<file path="config.mk">
export PLATFORM = sky130hd
export DESIGN_NAME = layer_priority_mux
export DESIGN_NICKNAME = d
export VERILOG_FILES = /design/src/rtl/layer_priority_mux.sv
export SDC_FILE = /design/constraint.sdc
export NUM_CORES = 1
export LEC_CHECK = 0
export CAP_MARGIN = 25
export CORE_ASPECT_RATIO = 2
export CORE_UTILIZATION = 30
export CTS_CLUSTER_SIZE = 24
export DETAILED_ROUTE_END_ITERATION = 7
export GPL_ROUTABILITY_DRIVEN = 0
export GPL_TIMING_DRIVEN = 0
export PLACE_DENSITY = 0.65
export SYNTH_ARGS = -nofsm -noshare
export SYNTH_HDL_FRONTEND = slang
export SYNTH_SLANG_ARGS = --single-unit
</file>
<file path="constraint.sdc">
create_clock -name clk -period 2.6 [get_ports clk]
set_input_delay 0.52 -clock clk [delete_from_list [all_inputs] [get_ports clk]]
set_output_delay 0.52 -clock clk [all_outputs]
set_load 0.02 [all_outputs]
</file>
<file path="src/rtl/layer_priority_mux.sv">
// N-layer priority pixel mux: per-layer enable/blink/colour-key, 2-stage pipeline,
// and per-frame layer-overlap reporting for game logic.

module layer_lane #(
  parameter int                 RGB_W           = 8,
  parameter logic [RGB_W-1:0]   TRANSPARENT_RGB = 8'hFF
) (
  input  logic             i_req,
  input  logic             i_en,
  input  logic             i_blink,
  input  logic             i_phase,
  input  logic [RGB_W-1:0] i_rgb,
  output logic             o_eff
);
  assign o_eff = i_req & i_en & ~(i_blink & i_phase) & (i_rgb != TRANSPARENT_RGB);
endmodule

module layer_priority_mux #(
  parameter int                 NUM_LAYERS      = 8,
  parameter int                 RGB_W           = 8,
  parameter logic [RGB_W-1:0]   TRANSPARENT_RGB = 8'hFF,
  parameter int                 BLINK_FRAMES    = 16
) (
  input  logic                                clk,
  input  logic                                resetN,
  input  logic                                startOfFrame,
  input  logic                                pixelValid_in,
  input  logic [NUM_LAYERS-1:0]               drawReq,
  input  logic [NUM_LAYERS*RGB_W-1:0]         layerRGB,
  input  logic [RGB_W-1:0]                    backGroundRGB,
  input  logic                                cfgWr,
  input  logic [NUM_LAYERS-1:0]               cfgEnable,
  input  logic [NUM_LAYERS-1:0]               cfgBlink,
  output logic [RGB_W-1:0]                    RGBOut,
  output logic                                pixelValid_out,
  output logic [$clog2(NUM_LAYERS+1)-1:0]     topLayer,
  output logic [NUM_LAYERS-1:0]               collisionMask,
  output logic                                collisionPulse
);
  localparam int IDX_W  = $clog2(NUM_LAYERS+1);
  localparam int CNT_W  = (BLINK_FRAMES > 1) ? $clog2(BLINK_FRAMES) : 1;
  localparam int STAGES = 2;

  logic [NUM_LAYERS-1:0][RGB_W-1:0] w_rgb;
  logic [NUM_LAYERS-1:0]            w_eff;
  logic [IDX_W-1:0]                 w_win_idx;
  logic [RGB_W-1:0]                 w_win_rgb;
  logic                             w_multi;
  logic [NUM_LAYERS-1:0]            w_s1_ovl;
  logic [NUM_LAYERS-1:0]            w_frame_ovl;

  logic [NUM_LAYERS-1:0]            r_enable, r_blink;
  logic [CNT_W-1:0]                 r_frame_cnt;
  logic                             r_blink_phase;
  logic [STAGES:1]                  r_vld_pipe;
  logic [IDX_W-1:0]                 r_s1_idx;
  logic [RGB_W-1:0]                 r_s1_rgb;
  logic                             r_s1_multi;
  logic [NUM_LAYERS-1:0]            r_s1_eff;
  logic [RGB_W-1:0]                 r_rgb_out;
  logic [IDX_W-1:0]                 r_top;
  logic [NUM_LAYERS-1:0]            r_acc, r_col_mask;
  logic                             r_col_pulse;

  assign w_rgb = layerRGB;

  for (genvar g = 0; g < NUM_LAYERS; g++) begin : g_lane
    layer_lane #(.RGB_W(RGB_W), .TRANSPARENT_RGB(TRANSPARENT_RGB)) u_lane (
      .i_req   (drawReq[g]),
      .i_en    (r_enable[g]),
      .i_blink (r_blink[g]),
      .i_phase (r_blink_phase),
      .i_rgb   (w_rgb[g]),
      .o_eff   (w_eff[g])
    );
  end

  // Scan high to low so the lowest visible index ends up winning.
  always_comb begin
    w_win_idx = IDX_W'(NUM_LAYERS);
    w_win_rgb = backGroundRGB;
    for (int i = NUM_LAYERS-1; i >= 0; i--) begin
      if (w_eff[i]) begin
        w_win_idx = IDX_W'(i);
        w_win_rgb = w_rgb[i];
      end
    end
  end

  // Clearing the lowest set bit leaves something only when two or more layers are visible.
  assign w_multi     = pixelValid_in & (|(w_eff & (w_eff - NUM_LAYERS'(1))));
  assign w_s1_ovl    = r_s1_multi ? r_s1_eff : '0;
  assign w_frame_ovl = r_acc | w_s1_ovl;

  always_ff @(posedge clk or negedge resetN) begin
    if (!resetN) begin
      r_enable <= '1;
      r_blink  <= '0;
    end else if (cfgWr) begin
      r_enable <= cfgEnable;
      r_blink  <= cfgBlink;
    end
  end

  always_ff @(posedge clk or negedge resetN) begin
    if (!resetN) begin
      r_frame_cnt   <= '0;
      r_blink_phase <= 1'b0;
    end else if (startOfFrame) begin
      if (r_frame_cnt == CNT_W'(BLINK_FRAMES-1)) begin
        r_frame_cnt   <= '0;
        r_blink_phase <= ~r_blink_phase;
      end else begin
        r_frame_cnt   <= r_frame_cnt + CNT_W'(1);
      end
    end
  end

  always_ff @(posedge clk or negedge resetN) begin
    if (!resetN) begin
      r_vld_pipe <= '0;
      r_s1_idx   <= IDX_W'(NUM_LAYERS);
      r_s1_rgb   <= '0;
      r_s1_multi <= 1'b0;
      r_s1_eff   <= '0;
      r_rgb_out  <= '0;
      r_top      <= IDX_W'(NUM_LAYERS);
    end else begin
      r_vld_pipe <= {r_vld_pipe[STAGES-1:1], pixelValid_in};
      r_s1_idx   <= w_win_idx;
      r_s1_rgb   <= w_win_rgb;
      r_s1_multi <= w_multi;
      r_s1_eff   <= w_eff;
      r_rgb_out  <= r_vld_pipe[1] ? r_s1_rgb : '0;
      r_top      <= r_s1_idx;
    end
  end

  // The pixel sitting in stage 1 at startOfFrame still belongs to the closing frame.
  always_ff @(posedge clk or negedge resetN) begin
    if (!resetN) begin
      r_acc       <= '0;
      r_col_mask  <= '0;
      r_col_pulse <= 1'b0;
    end else if (startOfFrame) begin
      r_col_mask  <= w_frame_ovl;
      r_acc       <= '0;
      r_col_pulse <= |w_frame_ovl;
    end else begin
      r_acc       <= w_frame_ovl;
      r_col_pulse <= 1'b0;
    end
  end

  assign RGBOut         = r_rgb_out;
  assign pixelValid_out = r_vld_pipe[STAGES];
  assign topLayer       = r_top;
  assign collisionMask  = r_col_mask;
  assign collisionPulse = r_col_pulse;
endmodule

</file>
==> impl_metrics.json <==
{
  "drc": 0,
  "cts_buffers": 9,
  "dp_slack_ns": -0.0529,
  "grt_max_degree": 74,
  "critPathMaxFanout": 10,
  "cts_tree": "built",
  "syn_inst": 331,
  "fin_skew_ns": 0.00630,
  "clkSinkCount": 73,
  "drive_gt1_share_pct": 13.9,
  "synth_nets": 433,
  "diodes": 0,
  "layout.area.seq_um2": 1840,
  "chipHeight_um": 158,
  "grt_pass1_wl_um": 17400,
  "ir_drop_mv": 0.417,
  "r2r_cells": 6,
  "antenna_found_initial": 0,
  "cap_viol_max_count": 0,
  "setup_slack_ns": 0.210,
  "cts-root-buf": "clkbuf_16",
  "hold_viol": 0,
  "multi_input_area_um2": 1620,
  "ctsResizeCount": 0,
  "async_flop_share_pct": 100,
  "synth_area_per_cell_um2": 11.0,
  "crit_type": "primary input to flip-flop",
  "pin_count": 123,
  "worst_setup_path_start_kind": "primary input",
  "finalSetupViolCount": 0,
  "grt_usage_pct": 18.8,
  "critPathLaunch": "layerRGB[55]",
  "start_util_pct": 31.0,
  "dp_hpwl_um": 9030,
  "syn_area_um2": 3650,
  "p_per_area_nw_per_um2": 700,
  "first_pass_iters": 4,
  "die_x_um": 80.0,
  "seq_area_frac_synth_pct": 50.4,
  "final_common_cell": "clkdlybuf4s50_1",
  "cts_max_path_buffers": 2,
  "drt-vias-per-instance": 5.29,
  "worstPathArrival_ns": 2.59,
  "p_leak_nw": 2.18,
  "synth_edf_count": 0,
  "tightest_slew_ns": 0.877,
  "ys.flop_type": "dfrtp_1",
  "fin_crit_ns": 2.39,
  "synth_seq_cells": 73,
  "post_cts_buffers": 0,
  "outcome": "finished clean",
  "rrSetupSlack_ns": 0.47,
  "fin_util_pct": 45.0,
  "yosysWarningCount": 0,
  "ys_types": 48,
  "die-area_um2": 12600,
  "rsz0062_at_grt": "no",
  "rr_endpoint": "r_s1_rgb[5]$_DFF_PN0_",
  "drtIter0Drc": 174,
  "r2r_start": "r_enable[7]$_DFFE_PN1P_",
  "final_cell_mix": "clkdlybuf4s50_1, dfrtp_1, nand4_1",
  "hp-class": "primary input to asynchronous set/reset pin",
  "clk_pin_slew_ns": 0.06,
  "fin_nets": 564,
  "grt_overflow_total": 0,
  "grt_pass1_vias": 3395,
  "syn2layout_area_growth_pct": 45.3,
  "ctsHoldBuffers": 0,
  "fmax_mhz": 418,
  "worst_setup_path_end_kind": "flip-flop",
  "core_um2": 11800,
  "num_vias": 3239,
  "port_buffers": 120,
  "wirelength_um": 11100,
  "cts_max_level": 3,
  "drv_slew": 0,
  "detail-route-antenna-nets": 0,
  "critical_path_required_ns": 2.80,
  "fin_crit_sh_pct": 91.9,
  "slew_headroom_pct": 41.5,
  "core.rowCount": 56,
  "fillers": 1161,
  "clk_latency_ns": 0.33,
  "wl_per_cell_um": 18.2
}
[worst max-delay path by stage]
| stage | end | slack [ns] | cells after the start |
|---|---|---|---|
| floorplan | r_s1_multi$_DFF_PN0_ | 0.80 | 6 |
| global placement | r_blink[7]$_DFFE_PN0P_ | -1.31 | 1 |
| detailed placement | r_s1_rgb[5]$_DFF_PN0_ | -0.05 | 7 |
| CTS | r_s1_rgb[5]$_DFF_PN0_ | 0.30 | 7 |
| global route | r_s1_multi$_DFF_PN0_ | 0.13 | 6 |
| finish | r_s1_rgb[5]$_DFF_PN0_ | 0.21 | 7 |
[stage by stage]
step	hold WS (ns)	cells	power, W	instance area, µm²	setup TNS (ns)
after floorplan	0.224	331	0.00210	3650	0
after global placement	0.337	596	0.00259	5030	-87.43
after detailed placement	0.337	596	0.00262	5030	-0.210
after CTS	0.344	612	0.00375	5300	0
after global routing	0.363	612	0.00392	5300	0
final	0.313	612	0.00371	5300	0
[metal layers]
metal	global-route usage [%]	vias to the layer above	part of all wire [%]
li1	-	1532	-
met1	17.3	1549	32
met2	35.3	126	58
met3	4.44	32	4.7
met4	12.5	0	5.2
met5	0	-	0
[cell type report]
type	count	area share, %
timing repair buffer	120	22.6
clock inverter	6	0.802
tap	145	3.42
buffer	18	1.91
multi-input combinational	216	30.5
sequential	73	34.7
inverter	24	1.75
clock buffer	10	4.32
[logic make-up after synthesis]
| logic type | after synthesis | synth area share, % |
|---|---|---|
| simple gates | 83 | 12.4 |
| fa+ha+maj | 1 | 0.343 |
| xor+xnor | 2 | 0.480 |
| compound gates | 113 | 25.8 |
| flops | 73 | 50.4 |
| mux | 17 | 5.25 |
| buf+inv | 42 | 5.31 |
[registers in the layout, indices dropped and copies added (netlist names)]
name,cells
r_s1_multi,1
r_s1_eff,8
RGBOut,8
r_frame_cnt,4
r_enable,8
r_acc,8
r_blink,8
r_blink_phase,1
collisionPulse,1
r_vld_pipe,2
r_s1_rgb,8
topLayer,4
collisionMask,8
r_s1_idx,4
[cells in the mapped netlist, drive strengths merged, types with 2 or more instances]
cell type / n / area (µm²)
a211oi: 7 / 52.6
a21o: 9 / 67.6
a21oi: 19 / 95.1
a22oi: 8 / 60.1
a31oi: 4 / 25.0
and2: 10 / 62.6
buf: 9 / 67.6
clkbuf: 9 / 33.8
dfrtp: 63 / 1580
dfstp: 10 / 263
inv: 23 / 88.8
mux2: 17 / 191
nand2: 16 / 60.1
nand4: 26 / 193
nor2: 23 / 86.3
nor4: 3 / 18.8
o2111ai: 13 / 144
o211ai: 2 / 33.8
o21a: 7 / 52.6
o21ai: 11 / 55.1
o221ai: 14 / 123
o22ai: 3 / 18.8
o31ai: 9 / 150
or4: 2 / 15.0
xnor2: 2 / 17.5
[worst max-delay path: stages]
cell             delay (ns)
clkdlybuf4s50_1        0.55
nand4_1                0.15
o211ai_2               0.45
buf_4                  0.27
o221ai_1               0.14
a211oi_1               0.39
o21ai_1                0.12
[report_power, final]
group | internal, W | switching (W) | leakage, nW
registers | 0.00136 | 0.000102 | 0.897
logic | 0.000527 | 0.000601 | 1.15
clock network | 0.000646 | 0.000468 | 0.129
Power figures use the tool's default switching activity.
